==> src/rtl/hazard_fwd_unit.sv <==
// hazard_fwd_unit: pipeline hazard detection and forwarding controller for the
// 5-stage core. Tracks the destinations of the instructions in EX and MEM,
// decides stall / bubble for the decode-stage instruction, and registers the
// EX operand forward selects as the decode instruction advances into EX.
module hazard_fwd_unit #(
   parameter int REG_AW  = 3,
   parameter bit FWD_EN  = 1'b1,
   parameter bit R0_ZERO = 1'b0,
   parameter int CNT_W   = 8
) (
   input  logic              clk,
   input  logic              rst_n,
   input  logic              id_valid,
   input  logic [REG_AW-1:0] id_rs_addr,
   input  logic [REG_AW-1:0] id_rt_addr,
   input  logic              id_rs_used,
   input  logic              id_rt_used,
   input  logic              id_wr_en,
   input  logic [REG_AW-1:0] id_wr_addr,
   input  logic [1:0]        id_res_cls,
   input  logic              mem_busy,
   input  logic              flush,
   output logic              stall,
   output logic              bubble,
   output logic [1:0]        fwd_a_sel,
   output logic [1:0]        fwd_b_sel,
   output logic [1:0]        fwd_a_cls,
   output logic [1:0]        fwd_b_cls,
   output logic [CNT_W-1:0]  stall_cnt
);

   localparam logic [1:0]       CLS_LOAD  = 2'd3;
   localparam logic [1:0]       SEL_RF    = 2'd0;
   localparam logic [1:0]       SEL_EXMEM = 2'd1;
   localparam logic [1:0]       SEL_MEMWB = 2'd2;
   localparam logic [CNT_W-1:0] CNT_MAX   = '1;
   localparam logic [CNT_W-1:0] CNT_ONE   = {{(CNT_W-1){1'b0}}, 1'b1};

   typedef struct packed {
      logic              valid;
      logic              wr;
      logic [REG_AW-1:0] addr;
      logic [1:0]        cls;
   } sb_entry_t;

   sb_entry_t ex_q;
   sb_entry_t mem_q;
   sb_entry_t ex_d;

   logic       rs_ex, rt_ex, rs_mem, rt_mem;
   logic       hazard;
   logic       count_en;
   logic [1:0] a_sel_d, b_sel_d, a_cls_d, b_cls_d;

   // A source depends on an entry when it reads the register that entry will write.
   function automatic logic match(input logic used, input logic [REG_AW-1:0] src,
                                  input sb_entry_t e);
      return used & e.valid & e.wr & (e.addr == src) & ~(R0_ZERO & (src == '0));
   endfunction

   // Dependence checks, hazard decision and the stall/bubble controls for this cycle.
   always_comb begin
      rs_ex  = match(id_rs_used, id_rs_addr, ex_q);
      rt_ex  = match(id_rt_used, id_rt_addr, ex_q);
      rs_mem = match(id_rs_used, id_rs_addr, mem_q);
      rt_mem = match(id_rt_used, id_rt_addr, mem_q);
      if (FWD_EN)
         hazard = id_valid & (rs_ex | rt_ex) & (ex_q.cls == CLS_LOAD);
      else
         hazard = id_valid & (rs_ex | rt_ex | rs_mem | rt_mem);
      stall    = mem_busy | (hazard & ~flush);
      bubble   = ~mem_busy & (flush | hazard | ~id_valid);
      count_en = hazard & ~flush & ~mem_busy;
   end

   // Forward selects for the instruction about to enter EX; the youngest producer wins.
   always_comb begin
      a_sel_d = SEL_RF;
      a_cls_d = 2'd0;
      b_sel_d = SEL_RF;
      b_cls_d = 2'd0;
      if (FWD_EN && !bubble) begin
         if (rs_ex) begin
            a_sel_d = SEL_EXMEM;
            a_cls_d = ex_q.cls;
         end else if (rs_mem) begin
            a_sel_d = SEL_MEMWB;
            a_cls_d = mem_q.cls;
         end
         if (rt_ex) begin
            b_sel_d = SEL_EXMEM;
            b_cls_d = ex_q.cls;
         end else if (rt_mem) begin
            b_sel_d = SEL_MEMWB;
            b_cls_d = mem_q.cls;
         end
      end
   end

   // Entry that moves into EX: the decode instruction, or an empty slot for a bubble.
   always_comb begin
      ex_d = '0;
      if (!bubble) begin
         ex_d.valid = 1'b1;
         ex_d.wr    = id_wr_en;
         ex_d.addr  = id_wr_addr;
         ex_d.cls   = id_res_cls;
      end
   end

   // Scoreboard shift; a busy data memory freezes the whole pipe.
   always_ff @(posedge clk or negedge rst_n) begin
      if (!rst_n) begin
         ex_q  <= '0;
         mem_q <= '0;
      end else if (!mem_busy) begin
         mem_q <= ex_q;
         ex_q  <= ex_d;
      end
   end

   // Forward selects are registered so they line up with the consumer sitting in EX.
   always_ff @(posedge clk or negedge rst_n) begin
      if (!rst_n) begin
         fwd_a_sel <= SEL_RF;
         fwd_a_cls <= 2'd0;
         fwd_b_sel <= SEL_RF;
         fwd_b_cls <= 2'd0;
      end else if (!mem_busy) begin
         fwd_a_sel <= a_sel_d;
         fwd_a_cls <= a_cls_d;
         fwd_b_sel <= b_sel_d;
         fwd_b_cls <= b_cls_d;
      end
   end

   // Saturating count of cycles lost to hazard stalls.
   always_ff @(posedge clk or negedge rst_n) begin
      if (!rst_n)
         stall_cnt <= '0;
      else if (count_en && stall_cnt != CNT_MAX)
         stall_cnt <= stall_cnt + CNT_ONE;
   end

endmodule

==> config.mk <==
export PLATFORM = sky130hd
export DESIGN_NAME = hazard_fwd_unit
export DESIGN_NICKNAME = d
export VERILOG_FILES = /design/src/rtl/hazard_fwd_unit.sv
export SDC_FILE = /design/constraint.sdc
export NUM_CORES = 1
export LEC_CHECK = 0
export CORE_MARGIN = 10
export CORE_UTILIZATION = 37
export DETAILED_ROUTE_END_ITERATION = 8
export PLACE_DENSITY_LB_ADDON = 0.3
export SETUP_SLACK_MARGIN = 0.05
export SYNTH_ARGS = -nofsm -noshare
export SYNTH_HDL_FRONTEND = slang
export SYNTH_SLANG_ARGS = --single-unit
export TNS_END_PERCENT = 50
==> constraint.sdc <==
create_clock -name clk -period 2.35 [get_ports clk]
set_clock_uncertainty 0.15 [all_clocks]
set_input_delay 0.235 -clock clk [delete_from_list [all_inputs] [get_ports clk]]
set_output_delay 0.235 -clock clk [all_outputs]
set_load 0.01 [all_outputs]
# Word level (Yosys, flattened, before mapping)
# Cells that the tools add are included.
# totals
input_bits,19
ff_bits,30
elab_cells,58
output_inout_bits,18
# op_classes
muxes,13
eq_ne,6
add_sub_neg,1
reduce_logical,1
bitwise,24
# op_table
operator,n
2-bit 2-to-1 mux,12
1-bit bitwise AND,17
3-bit equality test,4
8-bit by 1-bit adder with 8-bit output (second input constant),1
8-bit inequality test (second input constant),1
7-bit 2-to-1 mux,1
1-bit OR,4
1-bit inverter,3
2-bit equality test (second input constant),1
1-bit logical AND,1

# Longest topological paths before layout
# logic_depth
word_depth,10
ltp_mapped,7

# Worst setup path after synthesis
# No wires, ideal clock.
# synth_path
path_type,register to register
start,register stall_cnt[0]
end,register stall_cnt[1]
required_time_ns,2.075
n_path_buf,0
slack_ns,0.133
t_arrival_ns,1.942
path_stages_with_launch,6
synth_period_minus_slack_ns,2.217
cell_sequence,dfrtp_1 ha_1 and3_1 a311o_2 a211oi_4 mux2_2
# synth_between
elab_chain_len,2
# synth_rtl
item,line_no,source
from (decl),29,output logic [CNT_W-1:0] stall_cnt
from (signal assigned),142,stall_cnt <= stall_cnt + CNT_ONE;
branches (longest 2 deep; another with 8-bit by 1-bit adder with 8-bit output),n/a,
# Several ways; the timed one is not identified.
# A chain may end at the register's enable or synchronous reset.

# Final worst setup path
# layout_path
start,input id_rs_used
end,output stall
# layout_between
elab_chain_len,8
# layout_rtl
item,line_no,source
from (decl),16,"input logic id_rs_used,"
1-bit bitwise AND (3 in a row),58,return used & e.valid & e.wr & (e.addr == src) & ~(R0_ZERO & (src == '0));
1-bit OR,n/a,
1-bit bitwise AND (2 in a row),68,hazard = id_valid & (rs_ex | rt_ex) & (ex_q.cls == CLS_LOAD);
1-bit bitwise AND,71,stall = mem_busy | (hazard & ~flush);
1-bit OR,71,
to (decl),23,"output logic stall,"
# No other way between the ends.

==> results.sh <==
export IMPL_status="finished clean"
export IMPL_core_area_um2=3716
export IMPL_dp_cells=228
export IMPL_reg2reg_from="ex_q[3]$_DFFE_PN0N_"
export IMPL_synth_compound_area_share_pct=12.89
export IMPL_synth_top_family_by_area="simple AND/OR/NAND/NOR gates"
export IMPL_drt_iter0_drc=71
export IMPL_vias=1230
export IMPL_vias_per_cell=5.146
export IMPL_ys_ff_latch=30
export IMPL_maxCapViolCount=0
export IMPL_placed_cell_area_um2=2008
export IMPL_grt_pass1_vias=1288
export IMPL_r2r_end="stall_cnt[1]$_DFFE_PN0P_"
export IMPL_rsz0062_at_grt="yes"
export IMPL_yosys_area_top_type_share_pct=51.90
export IMPL_drc_errors=0
export IMPL_postSynthCellCount=130
export IMPL_period_share_pct=98.50
export IMPL_p_leak_nw=1.043
export IMPL_hold_viol=0
export IMPL_ir_worst_vdd_mv=0.3662
export IMPL_clock_fmax_ghz=0.4320
export IMPL_area_growth_pct=48.36
export IMPL_drt_pass1_iter_count=4
export IMPL_netlist_area_um2=1446
export IMPL_ff2ff_setup_slack_ps=60
export IMPL_max_slew_margin_pct=74.31
export IMPL_cts_tree="yes"
export IMPL_grt_start_max_net_pins=32
export IMPL_cts_htree_levels=2
export IMPL_worst_slew_pin_slew_ps=385.3
export IMPL_final_cell_count_no_fill=239
export IMPL_final_design_area_no_fill_um2=2146
export IMPL_setup_viol=0
export IMPL_holdWs_ps=188.9
export IMPL_antenna_found_initial=0
export IMPL_wire_per_inst_um=15.75
export IMPL_synthArstFlopShare_pct=100.0
export IMPL_synth_area_leaders="dfrtp_1 (52%), xnor2_1 (7.3%), mux2_2 (6.2%), xor2_1 (4.2%), a21o_1 (4.2%)"
export IMPL_dp_slack_ps=-401.3
export IMPL_grt_ovfl_total=0
export IMPL_path_cells="clkdlybuf4s50_1 -> nand3_1 -> or4_4 -> a21o_4 -> o21bai_1 -> buf_2"
export IMPL_power_mw=1.098
export IMPL_cpMaxStageDelayCell="or4_4"
export IMPL_cts_buffers=5
export IMPL_cp_end_kind="output pin"
export IMPL_slowest_delay_ps=560
export IMPL_cts_sinks=30
export IMPL_yosys_area_share_simple_pct=14.62
export IMPL_synth_xor_area_share_pct=11.51
export IMPL_setup_ws_ps=35.29
export IMPL_die_area_um2=6810
export IMPL_nets=210
export IMPL_yosysTopAreaCell="dfrtp_1"
export IMPL_cts_root_buf="clkbuf_8"
export IMPL_synth_most_common_cell="dfrtp_1"
export IMPL_ys_seq_area_share_pct=51.90
export IMPL_crit_required_ps=1970
export IMPL_syn_nets=150
export IMPL_n_antenna_cell=0
export IMPL_worstPathArrival_ps=1930
export IMPL_synth_edf_count=0
export IMPL_cp_max_fo=3
export IMPL_dieHeight_um=82.53
export IMPL_fin_crit_ps=2315
export IMPL_start_util_pct=38.92
export IMPL_synth_cell_types=25
export IMPL_synthMuxAreaShare_pct=6.228
export IMPL_finalWirelength_um=3765
export IMPL_rows=22
export IMPL_port_buffers=36
export IMPL_hold_path_class="input port to async pin"
export IMPL_fp_dieW_um=82.53
export IMPL_rr_worst_depth=6
export IMPL_drive_above_1_share_pct=24.61
export IMPL_gp_congestion=0.8572
export IMPL_place_hpwl_um=2750
export IMPL_cts_hold_buffers=0
export IMPL_power_density_nw_per_um2=511.5
export IMPL_grt_usage_pct=11.86
export IMPL_cts_clk_slew_worst_paths_ps=60
export IMPL_syn_avg_cell_area_um2=11.13
export IMPL_clock_latency_ps=280
export IMPL_synth_common_cells="dfrtp_1 (30), xnor2_1 (12), nand3_1 (11)"
export IMPL_grt_pass1_wl_um=6182
export IMPL_pin_count=37
export IMPL_ant_nets=0
export IMPL_crit_type="input port to output pin"
export IMPL_maxSlewViolCount=0
export IMPL_synthAdderAreaFrac_pct=0.8651
export IMPL_cp_start_kind="input port"
export IMPL_clk_path_buf_depth=2
export IMPL_nFillCells=335
export IMPL_synth_main_ff_cell="dfrtp_1"
export IMPL_yosysWarnings=0
## worst max-delay path by stage
stage / start / end / slack, ps
CTS: ex_q[3]$_DFFE_PN0N_ / stall / 20
floorplan: stall_cnt[0]$_DFFE_PN0P_ / stall_cnt[1]$_DFFE_PN0P_ / 130
global route: ex_q[3]$_DFFE_PN0N_ / stall / -60
detailed placement: id_rs_addr[2] / bubble / -400
finish: id_rs_used / stall / 40
global placement: id_rt_addr[2] / stall / -410
## cell usage in the layout (no fill, tap or decap), drive strengths merged
cell            n
dfrtp          30
nand3          11
o21ai           6
a311o           1
and3            4
nor2b           1
clkdlybuf4s50  32
a21o            9
xor2            7
clkinv          1
clkbuf          7
o21bai          1
nor3b           1
xnor2          12
buf            26
ha              1
nor2            6
a22o            5
mux2            8
nand4           4
a211oi          1
a21oi           1
and4            2
dlymetal6s2s    2
nand2          10
or4             2
## layer usage
metal  global-route usage, %  wire (µm)  part of all wire, %
met2                   19.05       1814                   48
met4                   5.518         91                  2.4
met5                       0          0                    0
met1                   13.25       1562                   41
met3                   5.292        297                  7.9
## critical path: cells and delay by family
family	cells	cell delay [ps]
compound gates	2	390
simple gates	2	650
buf+inv	2	650
## where the power goes
group | internal, mW | switching, mW | total [mW]
registers | 0.533 | 0.0170 | 0.550
clock network | 0.236 | 0.186 | 0.422
logic | 0.0732 | 0.0520 | 0.125
## registers in the layout (all words and copies together) (netlist names)
signal     count
stall_cnt      8
fwd_a_cls      2
fwd_b_cls      2
fwd_a_sel      2
mem_q          7
fwd_b_sel      2
ex_q           7
## through the flow
stage | TNS [ps] | util, %
after floorplan | 0 | -
after global placement | -1998 | 54.04
after detailed placement | -2126 | 54.04
after CTS | 0 | 56.90
after global routing | -62.03 | 57.74
final | 0 | 57.74
## area by class of cell
class                   count  area [µm²]  share of cell area [%]
repair buffers             60       555.5                   25.89
flip-flops and latches     30       750.7                   34.99
clock buffers               7       86.33                   4.023
well taps                  48       60.06                   2.799
clock inverters             1       5.005                  0.2332
multi-input cells          93       688.2                   32.07
## repair_timing
action	CTS	global route
endpoints found under the setup margin	6	8
buffers inserted	1	2
pin swaps	6	5
resized for setup	12	5
## kinds of logic after synthesis
kind of cell,after synthesis
XOR/XNOR,19
buffers and inverters,7
adder cells (fa/ha/maj),1
AO/OA/AOI/OAI,24
flip-flops,30
multiplexers,8
AND/OR/NAND/NOR,41
No activity file was read; power rests on OpenSTA's default activity.
==> variant 1: new RTL, same settings <==
Change the parameter `REG_AW` from 3 to 2.
--- a/src/rtl/hazard_fwd_unit.sv
+++ b/src/rtl/hazard_fwd_unit.sv
@@ -3,7 +3,7 @@
 // decides stall / bubble for the decode-stage instruction, and registers the
 // EX operand forward selects as the decode instruction advances into EX.
 module hazard_fwd_unit #(
-   parameter int REG_AW  = 3,
+   parameter int REG_AW  = 2,
    parameter bit FWD_EN  = 1'b1,
    parameter bit R0_ZERO = 1'b0,
    parameter int CNT_W   = 8
Ports: changed (resized id_rs_addr, id_rt_addr and id_wr_addr); port bits go from 37 to 34. The function was not compared with the original's and may differ.
==> variant 1 against the unedited design <==
Die area decreased by 5.9%; count of clock-buffer cells in the layout decreased by 3; power decreased by 22%; global-route usage decreased by 1.9 points; synthesized cell count decreased by 6.9%; sequential cell count decreased by 2; via count decreased by 12%; final area decreased by 13%; utilization decreased by 3.1 points; routed wire length decreased by 17%; setup slack improved by 0.10 ns; sequential power decreased by 6.7%; area after synthesis decreased by 7.8%; non-clock buffer count decreased by 14; critical endpoint is now stall_cnt[1]; highest routed layer unchanged.
==> variant 1: results (changes against the unedited design) <==
- Outcome: finished clean
- Top flop regs: stall_cnt: 8 flops, ex_q: 6 flops, mem_q: 6 flops
- Clock transition at the registers of the reported paths: 0.15 ns (+0.09 ns)
- Root Driver: clkbuf_4
- CP startpoint: stall_cnt[0]
- DR vias/cell: 5.10 (-0.92%)
- Syn_area_per_cell: 11.0 um2 (-0.93%)
- Worst slew pin tran: 0.390 ns (+0.00507 ns)
- Leakage: 0.800 nW (-23%)
- Maximum vdd ir drop: 0.000223 V (-39%)
- Worst EP arrival: 2.29 ns (+0.36 ns)
- CTS buffer count: 3 (-2)
- Synth Area in Compound Gates: 0.125 (-0.00413)
- Sequential share of the synthesized area: 0.525 (+0.00630)
- DP Wirelength: 2.45 mm (-11%)
- Max Cap Violations: 0 (unchanged)
- Synth Area in Adders: 0.00938 (+0.000730)
- Total GRT Usage: 0.0999 (-0.0187)
- Switch Pwr: 0.000201 W (-21%)
- Vias in the first global route: 1116 (-13%)
- Synth area leaders: dfrtp_1 53%, xnor2_1 7.9%, mux2_2 5.9%
- Placer Congestion: 0.793 (-7.5%)
- H-Tree Depth: 1 (-1)
- Crit Path Max Fanout: 8 (+5)
- Share of cells above drive strength 1: 0.187 (-0.0593)
- Largest net degree at the start of global routing: 29 (-9.4%)
- Class of the worst hold path: in -> async
- Synth cell count leaders: 28 x dfrtp_1, 16 x nand2_1, 12 x xnor2_1, 8 x o21ai_0
- Synth Area in XOR/XNOR: 0.0985 (-0.0166)
- Multiplexer share of the synthesized area: 0.0591 (-0.00318)
- Clk_lat worst skew: 0.32 ns (+0.04 ns)
- Post-DP Area: 1790 um2 (-11%)
- Post-synth cell types: 22 (-12%)
- Final #Nets: 184 (-12%)
- DR iter-0 viols: 75 (+5.6%)
- PortBufs: 33 (-8.3%)
- Global-route wire length before repair: 5.22 mm (-16%)
- Post-synthesis net count: 138 (-8.0%)
- Post-Route WL: 3.12 mm (-17%)
- Clk buf depth: 2 (unchanged)
- Yosys top cell area share: 0.525 (+0.00630)
- Final Instance Count excl. Fillers: 212 (-11%)
-- variant 1: layout make-up --
cell class                      instances  area, um2
Multi-Input combinational cell         88        643
Clock buffer                            4       36.3
Tap cell                               46       57.6
Timing Repair Buffer                   46        427
Sequential cell                        28        703
Fill cell                             291       1550
-- variant 1: kinds of logic (layout without fill, tap and decap cells) --
| kind of cell | Yosys count | in the layout |
|---|---|---|
| and+or+nand+nor | 43 | 43 |
| DFF | 28 | 28 |
| AOI/OAI and AO/OA | 22 | 22 |
| xor gates and xnor gates | 15 | 15 |
| muxes | 7 | 7 |
| buffers and inverters | 5 | 50 |
| adders and majority gates | 1 | 1 |
-- variant 1: final timing paths --
check,slack (ns),to,cells past startpoint
max reg2reg,0.14,stall_cnt[1],6
min reg2reg,0.35,fwd_b_cls[1],2
max in group asynchronous,1.67,ex_q[3],2
min in group clk,0.30,ex_q[3],3
min,0.10,fwd_a_cls[0],2
max,0.14,stall_cnt[1],6
-- variant 1: metrics by stage --
step	util	TNS (ns)	worst slack [ns]	power, W
floorplan	-	0	0.138	0.000562
CTS	0.539	0	0.106	0.000857
detailed placement	0.525	-0.0418	-0.0418	0.000625
finish	0.547	0	0.139	0.000855
global route	0.547	0	0.0438	0.000895
global placement	0.525	-0.0135	-0.0135	0.000622
-- variant 1: power groups by stage --
stage / Clock, W / Sequential [W] / Combinational, W
2_1_floorplan: 0 / 0.000516 / 0.0000457
3_3_place_gp: 0 / 0.000520 / 0.000102
3_5_place_dp: 0 / 0.000521 / 0.000104
4_1_cts: 0.000240 / 0.000512 / 0.000105
5_1_grt: 0.000260 / 0.000516 / 0.000119
6_report: 0.000234 / 0.000513 / 0.000108
-- variant 1: critical path, stage by stage (launching register included) --
cell	delay [ns]
dfrtp_1	0.44
ha_1	0.26
and3_1	0.19
a31o_1	0.24
a2111oi_4	0.30
buf_4	0.20
mux2_2	0.34
-- variant 1: metal layers --
layer	wire length [um]	vias to the layer above	global-route usage
met2	1550	36	0.169
met1	1260	515	0.114
met3	261	6	0.0315
met4	56	0	0.0387
met5	0	-	0
li1	-	524	-
-- variant 1: timing repair --
action                                  CTS  global route
resized for setup                         4             5
buffers inserted                          1             0
endpoints found under the setup margin    2             2
gates cloned                              0             0
==> variant 2: new RTL, same settings <==
Made on the original files. Put one more register stage on the output `stall_cnt`. The value now appears one clock later. The other outputs are not delayed to match.
--- a/src/rtl/hazard_fwd_unit.sv
+++ b/src/rtl/hazard_fwd_unit.sv
@@ -42,6 +42,8 @@
       logic [REG_AW-1:0] addr;
       logic [1:0]        cls;
    } sb_entry_t;
+
+   logic [CNT_W-1:0] stall_cnt_s0;
 
    sb_entry_t ex_q;
    sb_entry_t mem_q;
@@ -137,9 +139,13 @@
    // Saturating count of cycles lost to hazard stalls.
    always_ff @(posedge clk or negedge rst_n) begin
       if (!rst_n)
-         stall_cnt <= '0;
-      else if (count_en && stall_cnt != CNT_MAX)
-         stall_cnt <= stall_cnt + CNT_ONE;
+         stall_cnt_s0 <= '0;
+      else if (count_en && stall_cnt_s0 != CNT_MAX)
+         stall_cnt_s0 <= stall_cnt_s0 + CNT_ONE;
+   end
+
+   always_ff @(posedge clk) begin
+      stall_cnt <= stall_cnt_s0;
    end
 
 endmodule
Formal check against the unedited RTL: not equivalent (Yosys sat finds a counterexample within 4 cycles, from zero or initial values and one cycle with rst_n low).
==> variant 2 against the unedited design <==
The flow now finishes with violations (negative setup slack); combinational power hardly changed; critical path type is now reg -> out; power increased by 16%; sequential cell count is 8 higher; final area increased by 7.0%; setup slack worse by 0.060 ns; area after synthesis is 13% higher; routed wire length decreased by 4.4%; register-to-register slack worse by 0.05 ns; via count increased by 2.2%; count of clock-buffer cells in the layout shrank 1.
==> variant 2: results (changes against the unedited design) <==
- Outcome: finished with violations
- Failing checks: negative setup slack
- Synth cell count leaders: 30 x dfrtp_1, 21 x nand2_1, 13 x xor2_1, 9 x o21ai_0
- Setup_tns: -0.0252 ns (-0.0252 ns)
- Async SR Flop Fraction: 0.789 (-0.211)
- DR iter-0 viols: 46 (-35%)
- DP Wirelength: 2.83 mm (+2.9%)
- Yosys warns: 0 (unchanged)
- DP Worst Slack: -0.463 ns (-0.0618 ns)
- Filler cells: 383 (+14%)
- Largest net degree at the start of global routing: 31 (-3.1%)
- Flip-flop and latch area: 911 um2 (+21%)
- Crit path setup slack, layout: -0.0252 ns (-0.0605 ns)
- Final Setup Violations: 1 (+1)
- Leakage: 1.01 nW (-3.6%)
- Synth area leaders: dfrtp_1 46%, dfxtp_1 9.8%, xor2_1 7.0%
- Slowest Stage Delay on Critical Path: 0.53 ns (-0.03 ns)
- Vias: 1257 (+2.2%)
- Sequential share of the synthesized area: 0.560 (+0.0405)
- Maximum vdd ir drop: 0.000340 V (-7.2%)
- Final #Nets: 225 (+7.1%)
- Placer Congestion: 0.834 (-2.7%)
- Post-DP Area: 2170 um2 (+8.1%)
- Post-synthesis net count: 167 (+11%)
- Worst path top cell family by delay: simple AND/OR/NAND/NOR gates
- Global-route wire length before repair: 6.28 mm (+1.6%)
- Avg WL per Cell: 14.0 um (-11%)
- Worst slew pin tran: 0.383 ns (-0.00238 ns)
## variant 2: cell count changes after synthesis, sizes merged, moves of 3 or more
cell / change
nand2: +11
a21o: -8
dfxtp: +8
o31ai: +8
nand2b: +6
xnor2: -6
xor2: +6
a22o: -5
nand3: -5
a31oi: +4
o21ai: +3
## variant 2: layout make-up
cell class | count | share of cell area
clock inverter | 2 | 0.00545
sequential | 38 | 0.397
multi-input combinational | 100 | 0.301
tap | 52 | 0.0283
timing repair buffer | 58 | 0.229
clock buffer | 6 | 0.0360
inverter | 2 | 0.00327
## variant 2: final timing paths
path	from	to	slack, ns	cells after the start
max	ex_q[2]	bubble	-0.03	6
min	rst_n	mem_q[5]	0.18	2
max reg2reg	ex_q[2]	stall_cnt_s0[1]	0.01	6
min reg2reg	stall_cnt_s0[6]	stall_cnt[6]	0.28	0
max in group asynchronous	rst_n	fwd_a_cls[0]	1.59	2
min in group clk	stall_cnt_s0[6]	stall_cnt[6]	0.28	0
## variant 2: what timing repair did
action | 4_1_cts | 5_1_grt
setup endpoints to repair | 9 | 10
buffers inserted | 1 | 2
pin swaps | 1 | 2
resized for setup | 11 | 1
## variant 2: kinds of logic after synthesis
group           share of synthesized area
xor+xnor                            0.102
mux                                0.0415
simple gates                        0.149
fa+ha+maj                         0.00769
compound gates                      0.113
flops                               0.560
buf+inv                            0.0269
## variant 2: per-layer routing
layer	track usage	part of all wire
met5	0	0
met4	0.0353	0.012
met3	0.0525	0.087
met2	0.168	0.51
met1	0.112	0.39
## variant 2: power groups by stage
stage | sequential, W | combinational (W) | clock, W
global placement | 0.000696 | 0.000121 | 0
floorplan | 0.000694 | 0.0000509 | 0
finish | 0.000685 | 0.000125 | 0.000461
global route | 0.000687 | 0.000139 | 0.000501
CTS | 0.000684 | 0.000126 | 0.000476
detailed placement | 0.000698 | 0.000125 | 0
## variant 2: metrics by stage
stage | power (W) | cells
after global placement | 0.000817 | 247
after global routing | 0.00133 | 258
after floorplan | 0.000745 | 147
after CTS | 0.00129 | 256
final | 0.00127 | 258
after detailed placement | 0.000823 | 247
